===== src/rtl/vec_magnitude.sv =====
// -----------------------------------------------------------------------------
// vec_magnitude
//
// Computes sqrt(dx^2 + dy^2) for a signed Q20.11 2-D vector. Each component is
// squared with a one-bit-per-cycle shift-add multiplier. The two squares are
// summed with saturation. The radicand is then handed to a shared sqrt unit,
// with this block acting as the requesting master over a valid/busy handshake.
//
// Ports
//   clk_in          system clock
//   rst_in          asynchronous, active-high reset
//   valid_in        request strobe, accepted only while busy_out = 0
//   dx_in, dy_in    vector components, two's complement Q20.11
//   magnitude_out   non-negative Q20.11 result, held until the next result
//   valid_out       one-cycle pulse qualifying magnitude_out
//   busy_out        high from acceptance until the cycle valid_out rises
//   overflow_out    sticky per operation: some stage saturated
//   sqrt_valid_out  one-cycle request pulse to the sqrt unit
//   sqrt_val_out    radicand for the sqrt unit, stable until its result lands
//   sqrt_busy_in    sqrt unit cannot take a request this cycle
//   sqrt_valid_in   sqrt unit result strobe
//   sqrt_result_in  sqrt unit result
// -----------------------------------------------------------------------------
module vec_magnitude #(
    parameter int INTEGER_BITS    = 20,
    parameter int FRACTIONAL_BITS = 11
) (
    input  logic        clk_in,
    input  logic        rst_in,
    input  logic        valid_in,
    input  logic [31:0] dx_in,
    input  logic [31:0] dy_in,
    output logic [31:0] magnitude_out,
    output logic        valid_out,
    output logic        busy_out,
    output logic        overflow_out,
    output logic        sqrt_valid_out,
    output logic [31:0] sqrt_val_out,
    input  logic        sqrt_busy_in,
    input  logic        sqrt_valid_in,
    input  logic [31:0] sqrt_result_in
);

    localparam int          WORD_BITS = 1 + INTEGER_BITS + FRACTIONAL_BITS;
    localparam logic [4:0]  LAST_ITER = 5'(WORD_BITS - 1);
    localparam logic [31:0] MAX_POS   = 32'h7FFF_FFFF;
    localparam logic [31:0] MIN_NEG   = 32'h8000_0000;

    typedef enum logic [2:0] {
        IDLE = 3'd0,
        SQ_X = 3'd1,
        SQ_Y = 3'd2,
        SUM  = 3'd3,
        REQ  = 3'd4,
        WAIT = 3'd5,
        DONE = 3'd6
    } state_t;

    // Returns {saturated, |value|}. The most negative code has no positive
    // twin, so it clips to the largest positive value.
    function automatic logic [32:0] abs_sat(input logic [31:0] value);
        logic [32:0] res;
        if (value == MIN_NEG) begin
            res = {1'b1, MAX_POS};
        end else if (value[31]) begin
            res = {1'b0, 32'h0000_0000 - value};
        end else begin
            res = {1'b0, value};
        end
        return res;
    endfunction

    // Rescales a raw 64-bit product back to Q20.11 and clips to 31 bits.
    // Returns {saturated, result}.
    function automatic logic [32:0] sat_square(input logic [63:0] product);
        logic [63:0] scaled;
        logic [32:0] res;
        scaled = product >> FRACTIONAL_BITS;
        if (scaled > {32'h0000_0000, MAX_POS}) begin
            res = {1'b1, MAX_POS};
        end else begin
            res = {1'b0, scaled[31:0]};
        end
        return res;
    endfunction

    // 33-bit sum of two non-negative squares, clipped to 31 bits.
    // Returns {saturated, sum}.
    function automatic logic [32:0] sat_sum(input logic [31:0] a, input logic [31:0] b);
        logic [32:0] total;
        logic [32:0] res;
        total = {1'b0, a} + {1'b0, b};
        if (total > {1'b0, MAX_POS}) begin
            res = {1'b1, MAX_POS};
        end else begin
            res = {1'b0, total[31:0]};
        end
        return res;
    endfunction

    state_t      state_r;
    state_t      next_state_s;

    logic [63:0] acc_r;        // partial product
    logic [63:0] mcand_r;      // multiplicand, shifted left each step
    logic [31:0] mplier_r;     // multiplier, shifted right each step
    logic [4:0]  iter_r;       // bit position being consumed
    logic [31:0] ay_r;         // |dy|, parked while x is squared
    logic [31:0] x2_r;
    logic [31:0] y2_r;
    logic        sum_zero_r;

    logic [32:0] dx_abs_s;
    logic [32:0] dy_abs_s;
    logic [63:0] acc_next_s;
    logic [32:0] square_s;
    logic [32:0] sum_s;
    logic        last_iter_s;

    // Shared datapath terms for acceptance, squaring and summation.
    always_comb begin
        dx_abs_s    = abs_sat(dx_in);
        dy_abs_s    = abs_sat(dy_in);
        acc_next_s  = acc_r + (mplier_r[0] ? mcand_r : 64'd0);
        square_s    = sat_square(acc_next_s);
        sum_s       = sat_sum(x2_r, y2_r);
        last_iter_s = (iter_r == LAST_ITER);
    end

    // State register.
    always_ff @(posedge clk_in or posedge rst_in) begin
        if (rst_in) begin
            state_r <= IDLE;
        end else begin
            state_r <= next_state_s;
        end
    end

    // Next-state logic. DONE can accept a new request directly because
    // busy_out is already low during that cycle.
    always_comb begin
        next_state_s = state_r;
        case (state_r)
            IDLE: begin
                if (valid_in) next_state_s = SQ_X;
                else          next_state_s = IDLE;
            end
            SQ_X: begin
                if (last_iter_s) next_state_s = SQ_Y;
                else             next_state_s = SQ_X;
            end
            SQ_Y: begin
                if (last_iter_s) next_state_s = SUM;
                else             next_state_s = SQ_Y;
            end
            SUM: begin
                next_state_s = REQ;
            end
            REQ: begin
                // A zero radicand uses its REQ slot silently, so valid_out on
                // the zero path lands one cycle after the request slot.
                if (sum_zero_r)        next_state_s = DONE;
                else if (!sqrt_busy_in) next_state_s = WAIT;
                else                   next_state_s = REQ;
            end
            WAIT: begin
                if (sqrt_valid_in) next_state_s = DONE;
                else               next_state_s = WAIT;
            end
            DONE: begin
                if (valid_in) next_state_s = SQ_X;
                else          next_state_s = IDLE;
            end
            default: begin
                next_state_s = IDLE;
            end
        endcase
    end

    // Datapath and registered outputs.
    always_ff @(posedge clk_in or posedge rst_in) begin
        if (rst_in) begin
            acc_r          <= 64'd0;
            mcand_r        <= 64'd0;
            mplier_r       <= 32'd0;
            iter_r         <= 5'd0;
            ay_r           <= 32'd0;
            x2_r           <= 32'd0;
            y2_r           <= 32'd0;
            sum_zero_r     <= 1'b0;
            magnitude_out  <= 32'd0;
            valid_out      <= 1'b0;
            busy_out       <= 1'b0;
            overflow_out   <= 1'b0;
            sqrt_valid_out <= 1'b0;
            sqrt_val_out   <= 32'd0;
        end else begin
            valid_out      <= 1'b0;
            sqrt_valid_out <= 1'b0;
            case (state_r)
                IDLE, DONE: begin
                    if (valid_in) begin
                        acc_r        <= 64'd0;
                        mcand_r      <= {32'd0, dx_abs_s[31:0]};
                        mplier_r     <= dx_abs_s[31:0];
                        iter_r       <= 5'd0;
                        ay_r         <= dy_abs_s[31:0];
                        busy_out     <= 1'b1;
                        overflow_out <= dx_abs_s[32] | dy_abs_s[32];
                    end
                end
                SQ_X, SQ_Y: begin
                    if (last_iter_s) begin
                        // Reload the multiplier for y; harmless after SQ_Y.
                        acc_r        <= 64'd0;
                        mcand_r      <= {32'd0, ay_r};
                        mplier_r     <= ay_r;
                        iter_r       <= 5'd0;
                        overflow_out <= overflow_out | square_s[32];
                        if (state_r == SQ_X) x2_r <= square_s[31:0];
                        else                 y2_r <= square_s[31:0];
                    end else begin
                        acc_r    <= acc_next_s;
                        mcand_r  <= mcand_r << 1;
                        mplier_r <= mplier_r >> 1;
                        iter_r   <= iter_r + 5'd1;
                    end
                end
                SUM: begin
                    sum_zero_r   <= (sum_s[31:0] == 32'd0);
                    overflow_out <= overflow_out | sum_s[32];
                    if (sum_s[31:0] == 32'd0) begin
                        magnitude_out <= 32'd0;
                    end else begin
                        sqrt_val_out <= sum_s[31:0];
                    end
                end
                REQ: begin
                    if (sum_zero_r) begin
                        valid_out <= 1'b1;
                        busy_out  <= 1'b0;
                    end else if (!sqrt_busy_in) begin
                        sqrt_valid_out <= 1'b1;
                    end
                end
                WAIT: begin
                    if (sqrt_valid_in) begin
                        magnitude_out <= sqrt_result_in;
                        valid_out     <= 1'b1;
                        busy_out      <= 1'b0;
                    end
                end
                default: begin
                    busy_out <= 1'b0;
                end
            endcase
        end
    end

endmodule


===== config.mk =====
export PLATFORM = sky130hd
export DESIGN_NAME = vec_magnitude
export DESIGN_NICKNAME = d
export VERILOG_FILES = /design/src/rtl/vec_magnitude.sv
export SDC_FILE = /design/constraint.sdc
export NUM_CORES = 1
export LEC_CHECK = 0
export ABC_CLOCK_PERIOD_IN_PS = 26000
export BUFFER_PORTS_ARGS = -buffer_cell sky130_fd_sc_hd__clkbuf_2
export CORE_MARGIN = 3
export CORE_UTILIZATION = 38
export DETAILED_ROUTE_END_ITERATION = 10
export GPL_TIMING_DRIVEN = 0
export PLACE_DENSITY = 0.54
export RECOVER_POWER = 100
export SYNTH_ARGS = -nofsm -noshare
export SYNTH_HDL_FRONTEND = slang
export SYNTH_SLANG_ARGS = --single-unit

===== constraint.sdc =====
create_clock -name clk_in -period 26 [get_ports clk_in]
set_input_delay 5.2 -clock clk_in [delete_from_list [all_inputs] [get_ports clk_in]]
set_output_delay 5.2 -clock clk_in [all_outputs]
set_load 0.02 [all_outputs]

==> run_results.csv <==
group,metric,value,unit
run_status,status,"finished, violations left",
run_status,failed_checks,"capacitance limit, slew limit",
critical_path,cp-end-kind,"async pin",
sta,fmax,78.7,MHz
final_layout,fillers,5795,
placed_design,numPortBuffers,168,
floorplan,dieArea,60600,um2
critical_path,cp-start-kind,"input pin",
routing,wl,73600,um
cts,clockBufferDepth,3,
sta,setup_viol,0,
placed_design,dpl_cell_area,23800,um2
placed_design,dp_hpwl,58000,um
critical_path,crit_chain,"clkbuf_2, clkinvlp_2, clkbuf_1",
cts,ctsHoldBuffers,0,
synth,yosys_warnings,0,
routing,ant_nets,0,
final_layout,final_util,0.439,
sta,period_share,0.489,
cts,postCtsSetupRepairBufs,0,
routing,drc,0,
synth,synth.avg_cell_area,8.40,um2
power_and_ir_drop,power_density,120,nW/um2
grt,grt_max_degree,125,
min_path,min_path_type,"register to register",
synth,ys_ff_latch,333,
grt,grt_pass1_wl,115000,um
sta,final.setup.tns,0,ns
final_layout,n_antenna_cell,0,
synth,synthTopCellsByArea,"dfrtp_1 38%, ha_1 5.7%, o21ai_0 5.5%",
floorplan,fp.dieW,246,um
routing,drt_first_pass_iters,5,
sta,slew_headroom,-3.39,
grt,grt_use_total,0.241,
sta,rsz0062_at_grt,"false",
floorplan,fp.coreArea,56700,um2
placed_design,place.gp.congestion,0.957,
power_and_ir_drop,ir_worst_vdd,0.0634,mV
grt,grt_pass1_vias,20400,
cts,numCtsBuffers,39,
final_layout,nets,3022,
synth,syn-num-nets,2810,
critical_path,cp_top_family,"buffers and inverters",
synth,synth_top_area_frac,0.380,
cts,cts_tree,"built",
grt,antenna_found_initial,1,
critical_path,crit_buf_inv,3,
sta,finalHoldViolations,0,
sta,drv_slew,265,
routing,vias,20700,
cts,htree_levels,2,
cts,cts_root_buffer,"clkbuf_16",
cts,path_clk_slew,0.06,ns
sta,worst_hold_slack,0.486,ns
sta,period_minus_slack,12.70,ns
final_layout,drive_gt1_frac,0.0744,
final_layout,design_area,24900,um2
synth,syn_area,21900,um2
critical_path,cpPeakStageDelay,4.69,ns
job,drv_cap,3,
synth,synth_top_cell_by_area,"dfrtp_1",
critical_path,path_class,"input pin to async pin",
power_and_ir_drop,fin_total_pwr,2.98,mW
floorplan,start_util,0.386,
critical_path,cp_max_fo,124,
floorplan,pin_count,169,
synth,yosysSeqAreaShare,0.380,
routing,avgViaCountPerCell,5.74,
synth,synthArstFlopShare,1.00,
routing,wire_per_inst,20.4,um
synth,synth_edf_count,0,
synth,synth-main-ff-cell,"dfrtp_1",
sta,tightest_slew,6.58,ns
final_layout,area_delta_synth_final,13.5,%
cts,cts.sinks,333,
synth,syn_inst,2608,
grt,gr-total-overflow,0,
floorplan,core.rowCount,87,
cts,cts_resized,0,
power_and_ir_drop,p_leak,10.8,nW
floorplan,die_h,246,um
synth,synthDistinctLibCells,94,
sta,finClkSkew,0.0153,ns
critical_path,cp.required,25.05,ns
critical_path,cpMaxStageDelayCell,"clkbuf_1",
critical_path,worstPathArrival,11.75,ns
cts,clock_latency,0.56,ns
routing,drt_iter0_drc,1587,
## final cells by class
class,instances,area [um2],share of cell area
inverters,52,196,0.00790
multi-input cells,2062,12700,0.510
flip-flops and latches,333,8330,0.335
plain buffers,161,623,0.0251
well taps,756,946,0.0380
clock buffers,51,1080,0.0435
repair buffers,171,783,0.0315
clock inverters,18,231,0.00931
## cell usage in the layout, fill, tap and decap left out, types with 20 or more instances in the layout
| cell type | count |
|---|---|
| dfrtp_1 | 333 |
| nand2_1 | 296 |
| nor2_1 | 259 |
| o21ai_0 | 245 |
| clkbuf_1 | 227 |
| a21oi_1 | 215 |
| ha_1 | 99 |
| a31oi_1 | 97 |
| clkbuf_2 | 96 |
| xor2_1 | 83 |
| and2_1 | 76 |
| a211oi_1 | 59 |
| inv_1 | 51 |
| nand4_1 | 49 |
| a21o_1 | 44 |
| nor2b_1 | 44 |
| a22o_1 | 43 |
| xnor2_1 | 40 |
| clkbuf_16 | 39 |
| nor3_1 | 38 |
| o31ai_1 | 28 |
| nand2b_1 | 27 |
| nand3_1 | 25 |
| or3_1 | 20 |
## final timing paths
kind	startpoint	end	slack [ns]	cells past startpoint
worst min-delay path	sqrt_val_out[26]$_DFFE_PP0P_	sqrt_val_out[26]$_DFFE_PP0P_	0.49	1
min in group asynchronous	rst_in	valid_out$_DFF_PP0_	5.44	2
worst min register to register	sqrt_val_out[26]$_DFFE_PP0P_	sqrt_val_out[26]$_DFFE_PP0P_	0.49	1
worst max-delay path	rst_in	magnitude_out[15]$_DFFE_PP0P_	13.30	3
max in group clk_in	dy_in[0]	overflow_out$_DFFE_PP0P_	17.49	14
worst max register to register	mplier_r[0]$_DFFE_PP0P_	y2_r[11]$_DFFE_PP0P_	19.12	17
## cells in the mapped netlist (20+ instances only)
cell and count:
a211oi_1 59, a21o_1 44, a21oi_1 215, a22o_1 43
a31oi_1 97, and2_1 77, clkbuf_1 136, dfrtp_1 333
ha_1 99, inv_1 52, nand2_1 296, nand2b_1 27
nand3_1 25, nand4_1 48, nor2_1 257, nor2b_1 44
nor3_1 38, o21ai_0 241, o31ai_1 27, or3_1 20
xnor2_1 40, xor2_1 83
## state kept, by name, indices dropped and copies added, names as in the netlist, 32 cells and up
register	count
mcand_r	64
ay_r	32
acc_r	64
mplier_r	32
x2_r	32
sqrt_val_out	32
y2_r	32
magnitude_out	32
## metal layers
metal,GRT usage,part of all wire,vias up
met5,0,0,-
met4,0.0851,0.034,0
met3,0.0282,0.053,121
met2,0.399,0.47,621
met1,0.326,0.45,10100
li1,-,-,9878
## cell families (layout without fill, tap and decap cells)
| group | after synthesis | in the layout | share of synthesized area |
|---|---|---|---|
| flip-flops | 333 | 333 | 0.380 |
| XOR/XNOR | 124 | 124 | 0.0499 |
| adder cells (fa/ha/maj) | 101 | 101 | 0.0584 |
| buffers and inverters | 213 | 453 | 0.0391 |
| AO/OA/AOI/OAI | 888 | 888 | 0.256 |
| multiplexers | 33 | 33 | 0.0161 |
| AND/OR/NAND/NOR | 916 | 916 | 0.200 |
## stage by stage
stage               instances  setup slack (ns)
detailed placement       3535             17.33
floorplan                2608             11.58
global route             3604             11.46
finish                   3604             13.30
CTS                      3604             17.92
global placement         3532              7.81
## power breakdown
group	switching (mW)	leakage (nW)	total, mW	internal, mW
registers	0.133	4.17	0.841	0.708
logic	1.07	5.94	1.56	0.492
clock network	0.231	0.646	0.574	0.343
total	1.44	10.8	2.98	1.54
Power figures use the tool's default switching activity.
